===== src/rtl/instr_fetch.sv =====
// Instruction fetch unit: IDLE/WAIT/VALID handshake between instruction memory and decode.
// Define FETCH_TIMEOUT_EN to build the WAIT-state timeout counter and FetchFault pulse.
module instr_fetch #(
  parameter logic [63:0] RESET_PC       = 64'h0,
  parameter int unsigned TIMEOUT_CYCLES = 16
) (
  input  logic        CLOCK,
  input  logic        RESET_N,
  output logic        IMemReq,
  output logic [63:0] IMemAddr,
  input  logic        IMemAck,
  input  logic [31:0] IMemData,
  input  logic        Stall,
  input  logic        BranchTaken,
  input  logic [63:0] BranchTarget,
  output logic [31:0] Instruction,
  output logic [10:0] OPCode,
  output logic [63:0] InstrPC,
  output logic        InstrValid,
  output logic        FetchFault
);

  typedef enum logic [1:0] {StIdle, StWait, StValid} state_e;

  localparam logic [63:0] PcAlignMask = ~64'd3;

  state_e      state_q;
  logic [63:0] pc_q;
  logic [31:0] instr_q;
  logic [63:0] instr_pc_q;
  logic        valid_q;
  logic        req_q;

`ifdef FETCH_TIMEOUT_EN
  localparam logic [7:0] TimeoutLimit = 8'(TIMEOUT_CYCLES);

  logic [7:0] cnt_q;
  logic       fault_q;
`endif

  always_ff @(posedge CLOCK or negedge RESET_N) begin
    if (!RESET_N) begin
      state_q    <= StIdle;
      pc_q       <= RESET_PC & PcAlignMask;
      instr_q    <= 32'h0;
      instr_pc_q <= 64'h0;
      valid_q    <= 1'b0;
      req_q      <= 1'b0;
`ifdef FETCH_TIMEOUT_EN
      cnt_q      <= 8'h0;
      fault_q    <= 1'b0;
`endif
    end else begin
`ifdef FETCH_TIMEOUT_EN
      fault_q <= 1'b0;
`endif
      unique case (state_q)
        StIdle: begin
          state_q <= StWait;
          req_q   <= 1'b1;
        end
        StWait: begin
          if (IMemAck) begin
            instr_q    <= IMemData;
            instr_pc_q <= pc_q;
            valid_q    <= 1'b1;
            req_q      <= 1'b0;
            state_q    <= StValid;
`ifdef FETCH_TIMEOUT_EN
            cnt_q      <= 8'h0;
`endif
          end else begin
`ifdef FETCH_TIMEOUT_EN
            // Request stays up at the same address; the fault is only a report.
            if (cnt_q + 8'd1 == TimeoutLimit) begin
              fault_q <= 1'b1;
              cnt_q   <= 8'h0;
            end else begin
              cnt_q <= cnt_q + 8'd1;
            end
`endif
          end
        end
        StValid: begin
          if (!Stall) begin
            pc_q    <= BranchTaken ? (BranchTarget & PcAlignMask) : pc_q + 64'd4;
            valid_q <= 1'b0;
            req_q   <= 1'b1;
            state_q <= StWait;
          end
        end
        default: begin
          state_q <= StIdle;
          req_q   <= 1'b0;
          valid_q <= 1'b0;
        end
      endcase
    end
  end

  assign IMemReq     = req_q;
  assign IMemAddr    = pc_q;
  assign Instruction = instr_q;
  assign OPCode      = instr_q[31:21];
  assign InstrPC     = instr_pc_q;
  assign InstrValid  = valid_q;

`ifdef FETCH_TIMEOUT_EN
  assign FetchFault = fault_q;
`else
  assign FetchFault = 1'b0;
`endif

endmodule


===== config.mk =====
export PLATFORM = sky130hd
export DESIGN_NAME = instr_fetch
export DESIGN_NICKNAME = d
export VERILOG_FILES = /design/src/rtl/instr_fetch.sv
export SDC_FILE = /design/constraint.sdc
export NUM_CORES = 1
export LEC_CHECK = 0
export CORE_AREA = 2 2 190 99
export CTS_CLUSTER_DIAMETER = 80
export DETAILED_ROUTE_END_ITERATION = 16
export DIE_AREA = 0 0 192 101
export GPL_ROUTABILITY_DRIVEN = 0
export PLACE_DENSITY = 0.79
export SLEW_MARGIN = 20
export SYNTH_ARGS = -nofsm -noshare
export SYNTH_HDL_FRONTEND = slang
export SYNTH_SLANG_ARGS = --single-unit

===== constraint.sdc =====
create_clock -name CLOCK -period 3.3 [get_ports CLOCK]
set_clock_uncertainty 0.1 [all_clocks]
set_input_delay 0.99 -clock CLOCK [delete_from_list [all_inputs] [get_ports CLOCK]]
set_output_delay 0.99 -clock CLOCK [all_outputs]
set_load 0.02 [all_outputs]

==> results of run 1 <==
-- worst min path at each step --
stage,depth (start not counted),slack (ns),startpoint,to
3_5_place_dp,2,0.37,InstrPC[45],InstrPC[45]
3_3_place_gp,2,0.36,InstrPC[17],InstrPC[17]
5_1_grt,1,0.41,Instruction[8],Instruction[8]
4_1_cts,2,0.38,InstrPC[45],InstrPC[45]
6_report,2,0.38,InstrPC[45],InstrPC[45]
2_1_floorplan,1,0.40,state_q[1],state_q[0]
-- power by group through the flow --
stage | registers [mW] | logic [mW] | clock network, mW
2_1_floorplan | 4.55 | 1.63 | 0
3_3_place_gp | 3.67 | 4.89 | 0
3_5_place_dp | 3.73 | 4.96 | 0
4_1_cts | 3.70 | 4.98 | 2.05
5_1_grt | 3.85 | 5.24 | 2.14
6_report | 3.71 | 4.94 | 2.02
-- cell type report --
class | count | area (um^2)
well taps | 240 | 300.3
clock buffers | 21 | 470.5
multi-input cells | 529 | 3525
inverters | 7 | 26.28
flip-flops and latches | 159 | 3979
fillers | 1484 | 6529
clock inverters | 11 | 131.4
repair buffers | 292 | 2907
-- metrics by stage --
| stage | utilization, % | hold slack (ns) | area (um^2) |
|---|---|---|---|
| after detailed placement | 60.09 | 0.3699 | 10740 |
| final | 63.46 | 0.3849 | 11340 |
| after global routing | 63.46 | 0.4126 | 11340 |
| after global placement | 60.09 | 0.3640 | 10740 |
| after floorplan | - | 0.4021 | 7866 |
| after CTS | 63.46 | 0.3845 | 11340 |
-- state kept, by name, indices dropped and copies added (netlist names) --
signal       flops
Instruction     32
IMemAddr        62
InstrPC         62
InstrValid       1
state_q          2
-- cell usage after synthesis, drive strengths merged (8+ instances only) --
cell type	instances
o22ai	15
or3	8
nor2	38
a21oi	58
and3	14
nor3	25
nand2	54
nand4	16
buf	30
clkbuf	38
mux2	89
o21ai	61
nand3	47
nor4	15
dfrtp	159
a311oi	8
a31oi	9
-- placed cells by master, fill, tap and decap left out, types with 9 or more instances in the layout --
| cell type | synthesis | final |
|---|---|---|
| nor3_1 | 22 | 22 |
| nor4_1 | 12 | 12 |
| a21oi_1 | 57 | 57 |
| dfrtp_1 | 159 | 159 |
| nand3_1 | 44 | 44 |
| o21ai_0 | 61 | 61 |
| mux2_2 | 89 | 89 |
| clkdlybuf4s50_1 | 0 | 265 |
| nand4_1 | 15 | 15 |
| a31oi_1 | 9 | 9 |
| nand2_1 | 54 | 54 |
| o22ai_1 | 15 | 15 |
| nor2_1 | 37 | 37 |
| clkbuf_16 | 0 | 17 |
| and3_1 | 14 | 14 |
| buf_4 | 19 | 21 |
-- per-layer routing --
metal	up-vias	track usage [%]	wire (um)
met5	-	0	0
met4	0	5.402	247
met3	26	8.284	2855
met2	413	37.74	10650
met1	3506	38.98	11670
li1	3306	-	-
-- kinds of logic (layout without fill, tap and decap cells) --
group | count (synthesis) | after routing | share of synthesized area [%]
simple gates | 243 | 243 | 16.92
buf+inv | 75 | 331 | 4.685
mux | 93 | 93 | 13.27
fa+ha+maj | 1 | 1 | 0.1593
flops | 159 | 159 | 50.68
compound gates | 187 | 187 | 14.23
other cells | 1 | 5 | 0.04776
==> flow_summary.ini, run 1 <==
[status]
run_status = finished, final reports clean

[detailed_routing]
detailedRoute.firstPassIterationCount = 5
vias = 7251
via_per_inst = 5.759
routed_wirelength_um = 25430
drt_first_iter_violations = 546
detail_route.drc_violations = 0
route.antenna.remaining_nets = 0
wl_per_cell_um = 20.20

[die]
placeableCoreArea_mm2 = 0.01787
floorplan.rows = 35
ios = 275
die_height_um = 101
start_util_pct = 43.94
chipWidth_um = 192
fp.dieArea_mm2 = 0.01939

[placed_design]
dp_slack_ns = 0.3050
post_detailed_placement_half_perimeter_wirelength_um = 18510
io_buffers = 267
place_inst = 1227

[layout]
final_cell_count_no_fill = 1259
num-nets-final = 1108
post_route_cells_drive_above_1_share_pct = 16.09
n_antenna_cell = 0
syn_to_final_growth_pct = 44.41

[critical_path]
timing.critical_path.cells = clkdlybuf4s50_1
cp.buffers_inverters = 1
worst_ep_required_time_ns = 2.21
rr_endpoint = IMemAddr[36]
timing.critical_path.from_type = flip-flop
r2r_cells = 8
cp_slowest_stage_delay_ns = 0.70
cell_type_group_with_the_largest_total_delay_on_the_critical_path = buffers and inverters
end_point_of_the_critical_path = IMemAddr[14]
worstSetupPathType = reg2out
end_kind = output port
critical_path.startpoint = IMemAddr[14]
rr_startpoint = IMemAddr[2]
critical_path.max_fanout = 9
internal_reg_to_reg_setup_slack_ns = 0.61
cp_num_cells = 1
cp.arrival_ns = 1.67
cp_slowest_cell = clkdlybuf4s50_1

[global_route]
grt_pass1_wl_um = 39010
grt_pass1_vias = 6751
maximum_number_of_pins_on_one_net_before_global_route_repair = 69
grt_remaining_overflow = 0
antenna_found_initial = 0
global_router_s_overall_resource_usage_pct = 26.32

[logic_synthesis]
yosysWarningCount = 0
synth.lib_cells_used.distinct = 58
ys_ff_latch = 159
post_synth_instance_area_mm2 = 0.007851
synth-main-ff-cell = dfrtp_1
synthCells = 759
syn-mean-instance-area_um2 = 10.34
synth_async_sr_flop_share_pct = 100.0
synth_area_leader_cell = dfrtp_1
synth-seq-area-share_pct = 50.68
yosysTopAreaCellShare_pct = 50.68
synth.area.top_cells = dfrtp_1 (51%), mux2_2 (13%), o21ai_0 (3.9%)
post_synth_edffs = 0

[timing]
min_period_over_period_pct = 83.62
finalHoldViolCount = 0
layout_min_cycle_time_ns = 2.760
clock.fmax_ghz = 0.3624
setup_viol = 0
fin_setup_tns_ns = 0
worst_pin_slew_ns = 0.8531
final_max_slew_viol_count = 0
rsz0062_at_grt = false
maxSlewHeadroom_pct = 42.69
worst_setup_slack_final_ns = 0.5405

[cts]
cts.root.buffer_cell = clkbuf_16
worst_skew_late_latency_ns = 0.42
cts.path.max_buffers = 2
clock_input_transition_at_the_sequential_cells_of_the_worst_setup_and_hold_paths_ns = 0.07
cts_buffers = 17
post_cts_resized = 0
post-cts-setup-buffers = 0
cts-htree-levels = 4
numClockSinks = 159
cts.hold.buffers_added = 0
cts_tree = yes

[power]
vdd_drop_max_uv = 523.1
p_sw_share_pct = 39.24
cell_internal_power_mw = 6.485
power_frac_clock_pct = 18.9
leakage_nw = 4.467
p_switching_mw = 4.189
power_density_mw_per_mm2 = 941.4
seqPwrFrac_pct = 34.8
combPwrFrac_pct = 46.3
design_power_total_mw = 10.67

[flow_run]
drv_cap = 0

[worst_hold_path]
hold_class = reg2reg
(Power assumes the default switching activity.)
==> run 2, diff against run 1 <==
Clock period 3.3 ns to 2.6 ns, I/O delays scaled along.
==> run 2 against run 1 <==
Compared with the run above:
- clock-buffer cell count is 3 lower
- critical path depth unchanged
- routed wire length increased by 4.1%
- clock power is 30% higher
- first-iteration DRC count is 6.4% higher
- design area rose by 3.2%
- largest cell class unchanged
- via count is 3.7% higher
- combinational power up 37%
- setup slack worse by 0.46 ns
==> flow_summary.ini, run 2 (same netlist as run 1, synthesis figures left out) <==
[status]
run_status = finished, final reports clean

[detailed_routing]
detail_route.drc_violations = 0
via_per_inst = 5.788
vias = 7518
route.antenna.remaining_nets = 0
wl_per_cell_um = 20.38
drt_first_iter_violations = 581
routed_wirelength_um = 26480
detailedRoute.firstPassIterationCount = 5

[power]
vdd_drop_max_uv = 810.9
design_power_total_mw = 13.97
power_density_mw_per_mm2 = 1195
leakage_nw = 4.683

[critical_path]
cell_type_group_with_the_largest_total_delay_on_the_critical_path = buffers and inverters
timing.critical_path.from_type = flip-flop
critical_path.max_fanout = 8
end_kind = output port
cp.arrival_ns = 1.64
rr_startpoint = IMemAddr[3]
critical_path.startpoint = IMemAddr[22]
timing.critical_path.cells = clkdlybuf4s50_1
worstSetupPathType = reg2out
cp_slowest_cell = clkdlybuf4s50_1
cp.buffers_inverters = 1
worst_ep_required_time_ns = 1.72
cp_slowest_stage_delay_ns = 0.69

[global_route]
grtUsageMet3_pct = 8.388
global_router_s_overall_resource_usage_pct = 27.72
maximum_number_of_pins_on_one_net_before_global_route_repair = 69
grt_remaining_overflow = 0
globalRoute.busiestLayer = met1
global_route.usage.met2_pct = 39.41
grt_pass1_vias = 7228
antenna_found_initial = 0
grt_use_met1_pct = 40.97
grt_pass1_wl_um = 41100

[cts]
cts_tree = yes
cts.path.max_buffers = 2
cts_buffers = 17
numClockSinks = 159
worst_skew_late_latency_ns = 0.43
cts.root.buffer_cell = clkbuf_16
cts-htree-levels = 4
clock_input_transition_at_the_sequential_cells_of_the_worst_setup_and_hold_paths_ns = 0.07

[die]
die_height_um = 101
fp.dieArea_mm2 = 0.01939
chipWidth_um = 192
floorplan.rows = 35
start_util_pct = 43.94
ios = 275
placeableCoreArea_mm2 = 0.01787

[timing]
worst_pin_slew_ns = 0.6183
final_max_slew_viol_count = 0
min_period_over_period_pct = 96.81
fin_worst_hold_slack_ns = 0.1630
finalHoldViolCount = 0
layout_min_cycle_time_ns = 2.517
clock.fmax_ghz = 0.3973
setup_viol = 0
maxSlewHeadroom_pct = 58.40
rsz0062_at_grt = false
worst_setup_slack_final_ns = 0.08295

[layout]
n_antenna_cell = 0
post_route_cells_drive_above_1_share_pct = 19.74
most_frequent_cells_in_the_layout = clkdlybuf4s50_1 (265), dfrtp_1 (158), mux2_2 (89), o21ai_0 (61), buf_4 (58)
syn_to_final_growth_pct = 48.97
final_cell_count_no_fill = 1299
layout_commonest_cell = clkdlybuf4s50_1
num-nets-final = 1148

[placed_design]
dp_slack_ns = -0.1289
place_inst = 1265
io_buffers = 267
post_detailed_placement_half_perimeter_wirelength_um = 19440

[worst_hold_path]
hold_class = in2async

[flow_run]
drv_cap = 0
[run 2: cell count changes in the layout (fill, tap and decap cells not counted), sizes merged]
cell      previous run  this run
clkinvlp             3         2
inv                  8        11
bufinv               2         3
buf                 27        67
clkbuf              21        18
[run 2: final timing paths]
path / to / slack [ns] / depth (start not counted)
min in group CLOCK: InstrPC[24] / 0.38 / 2
max reg2reg: IMemAddr[35] / 0.18 / 7
min reg2reg: InstrPC[24] / 0.38 / 2
max: IMemAddr[22] / 0.08 / 1
max in group asynchronous: Instruction[7] / 1.61 / 2
min: IMemAddr[22] / 0.16 / 1
[run 2: through the flow]
stage	setup TNS (ns)	util (%)	area (um^2)
floorplan	0	-	7866
global placement	-0.2492	61.90	11060
detailed placement	-0.6080	61.90	11060
CTS	0	65.32	11670
global route	0	65.46	11700
finish	0	65.46	11700
[run 2: layer usage]
metal | routed length (um) | vias to the layer above
met5 | 0 | -
met4 | 369 | 0
met3 | 2895 | 35
met2 | 10970 | 426
met1 | 12240 | 3671
li1 | - | 3386
[run 2: report_power, final]
part           switching [mW]  internal, mW  total [mW]
clock                    1.10          1.53        2.63
combinational            3.38          3.41        6.79
sequential              0.995          3.56        4.56
[run 2: cell type report]
type,count,area [um^2]
sequential,159,3980
clock inverter,14,180.2
fill,1394,6171
timing repair buffer,332,3244
clock buffer,18,429.2
tap,240,300.3
inverter,7,26.28
multi-input combinational,529,3536
[run 2: what timing repair did]
action / CTS / global route
hold buffers: 0 / 0
pin swaps: 0 / 1
setup endpoints to repair: 1 / 15
buffers inserted: 0 / 2
resized for setup: 1 / 5
==> run 3, diff against run 2 <==
Settings changed: CORE_AREA 2 2 190 99 to 2 2 202 105, DIE_AREA 0 0 192 101 to 0 0 204 107, PLACE_DENSITY 0.79 to 0.71.
==> run 3 against run 2 <==
Compared with the run above:
- critical path depth is the same
- utilization fell by 6.5 points
- total power increased by 1.3%
- non-clock buffer count shrank 2
- setup slack got worse by 0.011 ns
- die area rose by 13%
- clock-buffer cell count unchanged
- critical endpoint is now IMemAddr[54]
- largest power group unchanged
==> flow_summary.ini, run 3 (same netlist as run 1, synthesis figures left out) <==
[layout]
n_antenna_cell = 0
regArea_mm2 = 0.003981
utilization_pct = 58.97
n_fill_cell = 1716
area_occupied_by_multi_input_gates_mm2 = 0.003540
syn_to_final_growth_pct = 50.92
post_route_cells_drive_above_1_share_pct = 19.60
most_frequent_cells_in_the_layout = clkdlybuf4s50_1 (264), dfrtp_1 (157), mux2_2 (89), o21ai_0 (61), a21oi_1 (57)
num-nets-final = 1146
layout_commonest_cell = clkdlybuf4s50_1

[detailed_routing]
routed_wirelength_um = 26810
vias = 7416
wl_per_cell_um = 20.17
detailedRoute.firstPassIterationCount = 5
via_per_inst = 5.580
drt_first_iter_violations = 835
route.antenna.remaining_nets = 0
detail_route.drc_violations = 0

[timing]
final_max_slew_viol_count = 0
rsz0062_at_grt = false
maxSlewHeadroom_pct = 63.98
clock.fmax_ghz = 0.3956
setup_viol = 0
worst_setup_slack_final_ns = 0.07223
fin_worst_hold_slack_ns = 0.2109
min_period_over_period_pct = 97.22
layout_min_cycle_time_ns = 2.528
worst_pin_slew_ns = 0.5404
finalHoldViolCount = 0

[cts]
cts_tree = yes
cts-htree-levels = 4
clock_input_transition_at_the_sequential_cells_of_the_worst_setup_and_hold_paths_ns = 0.06
numClockSinks = 159
cts.hold.buffers_added = 0
cts.path.max_buffers = 2
cts_buffers = 17
cts.root.buffer_cell = clkbuf_16
worst_skew_late_latency_ns = 0.43

[critical_path]
cp_slowest_stage_delay_ns = 0.68
cell_type_group_with_the_largest_total_delay_on_the_critical_path = buffers and inverters
rr_startpoint = IMemAddr[2]
critical_path.startpoint = IMemAddr[54]
worstSetupPathType = reg2out
timing.critical_path.cells = clkdlybuf4s50_1
cp.buffers_inverters = 1
cp_slowest_cell = clkdlybuf4s50_1
critical_path.max_fanout = 7
worst_ep_required_time_ns = 1.72
cp.arrival_ns = 1.65
end_kind = output port
timing.critical_path.from_type = flip-flop

[power]
seqPwrFrac_pct = 32.6
power_frac_clock_pct = 20.3
p_sw_share_pct = 38.24
leakage_nw = 4.738
power_density_mw_per_mm2 = 1195
vdd_drop_max_uv = 746.8
combPwrFrac_pct = 47.1
p_switching_mw = 5.415
cell_internal_power_mw = 8.745

[die]
start_util_pct = 39.08
placeableCoreArea_mm2 = 0.02009
ios = 275
chipWidth_um = 204
floorplan.rows = 37
die_height_um = 107
fp.dieArea_mm2 = 0.02183

[global_route]
maximum_number_of_pins_on_one_net_before_global_route_repair = 54
global_router_s_overall_resource_usage_pct = 25.06
grt_pass1_wl_um = 41720
grt_pass1_vias = 7105
grt_remaining_overflow = 0
antenna_found_initial = 1

[placed_design]
dp_slack_ns = -0.2179
io_buffers = 267
post_detailed_placement_half_perimeter_wirelength_um = 19910

[flow_run]
drv_cap = 0

[status]
run_status = finished, final reports clean

[worst_hold_path]
hold_class = in2async
## run 3: cell count changes in the layout (fill, tap and decap cells not counted), moves of 3 or more
cell	previous run	this run
buf_4	58	51
buf_12	7	12
bufinv_16	3	6
inv_6	5	2
## run 3: worst paths after layout
path	endpoint	slack [ns]	cells past startpoint
max	IMemAddr[54]	0.07	1
min	IMemAddr[17]	0.21	1
max reg2reg	IMemAddr[58]	0.11	9
min reg2reg	InstrPC[45]	0.38	2
max in group asynchronous	IMemAddr[3]	1.53	2
min in group CLOCK	InstrPC[45]	0.38	2
## run 3: repair_timing
action | 4_1_cts | 5_1_grt
hold endpoints to repair | 0 | 0
gates resized for setup | 0 | 7
setup buffers | 0 | 3
endpoints found under the setup margin | 0 | 11
## run 3: power by group through the flow
stage | Clock (mW) | Sequential [mW] | Combinational, mW
5_1_grt | 3.05 | 4.78 | 7.08
4_1_cts | 2.93 | 4.59 | 6.70
3_5_place_dp | 0 | 4.63 | 6.67
2_1_floorplan | 0 | 5.77 | 2.07
6_report | 2.88 | 4.61 | 6.67
3_3_place_gp | 0 | 4.56 | 6.60
## run 3: per-layer routing
layer  global-route usage, %  wire length, um  up-vias
li1                        -                -     3382
met1                   37.05            12540     3586
met2                   33.99            10650      423
met3                   10.40             3362       23
met4                   4.555              241        2
met5                       0               13        -
## run 3: worst reg2reg max path, stage by stage (launching register included)
cell	delay, ns
dfrtp_1	0.44
ha_2	0.25
nand3_1	0.19
nor4_2	0.26
buf_4	0.23
and4_1	0.25
buf_12	0.15
a41oi_1	0.14
a41o_1	0.25
a21oi_2	0.15
## run 3: per-stage QoR
| step | power [mW] | cell area [um^2] | cells | setup TNS [ns] |
|---|---|---|---|---|
| after global placement | 11.16 | 11140 | 1295 | -2.071 |
| final | 14.16 | 11850 | 1329 | 0 |
| after CTS | 14.23 | 11810 | 1326 | 0 |
| after floorplan | 7.838 | 7866 | 763 | 0 |
| after detailed placement | 11.30 | 11140 | 1295 | -2.388 |
| after global routing | 14.92 | 11850 | 1329 | 0 |
## run 3: cell type report
type | count | area share [%]
clock inverters | 13 | 1.996
flip-flops and latches | 159 | 33.60
clock buffers | 18 | 3.622
repair buffers | 330 | 27.80
inverters | 7 | 0.2218
well taps | 273 | 2.883
multi-input cells | 529 | 29.87
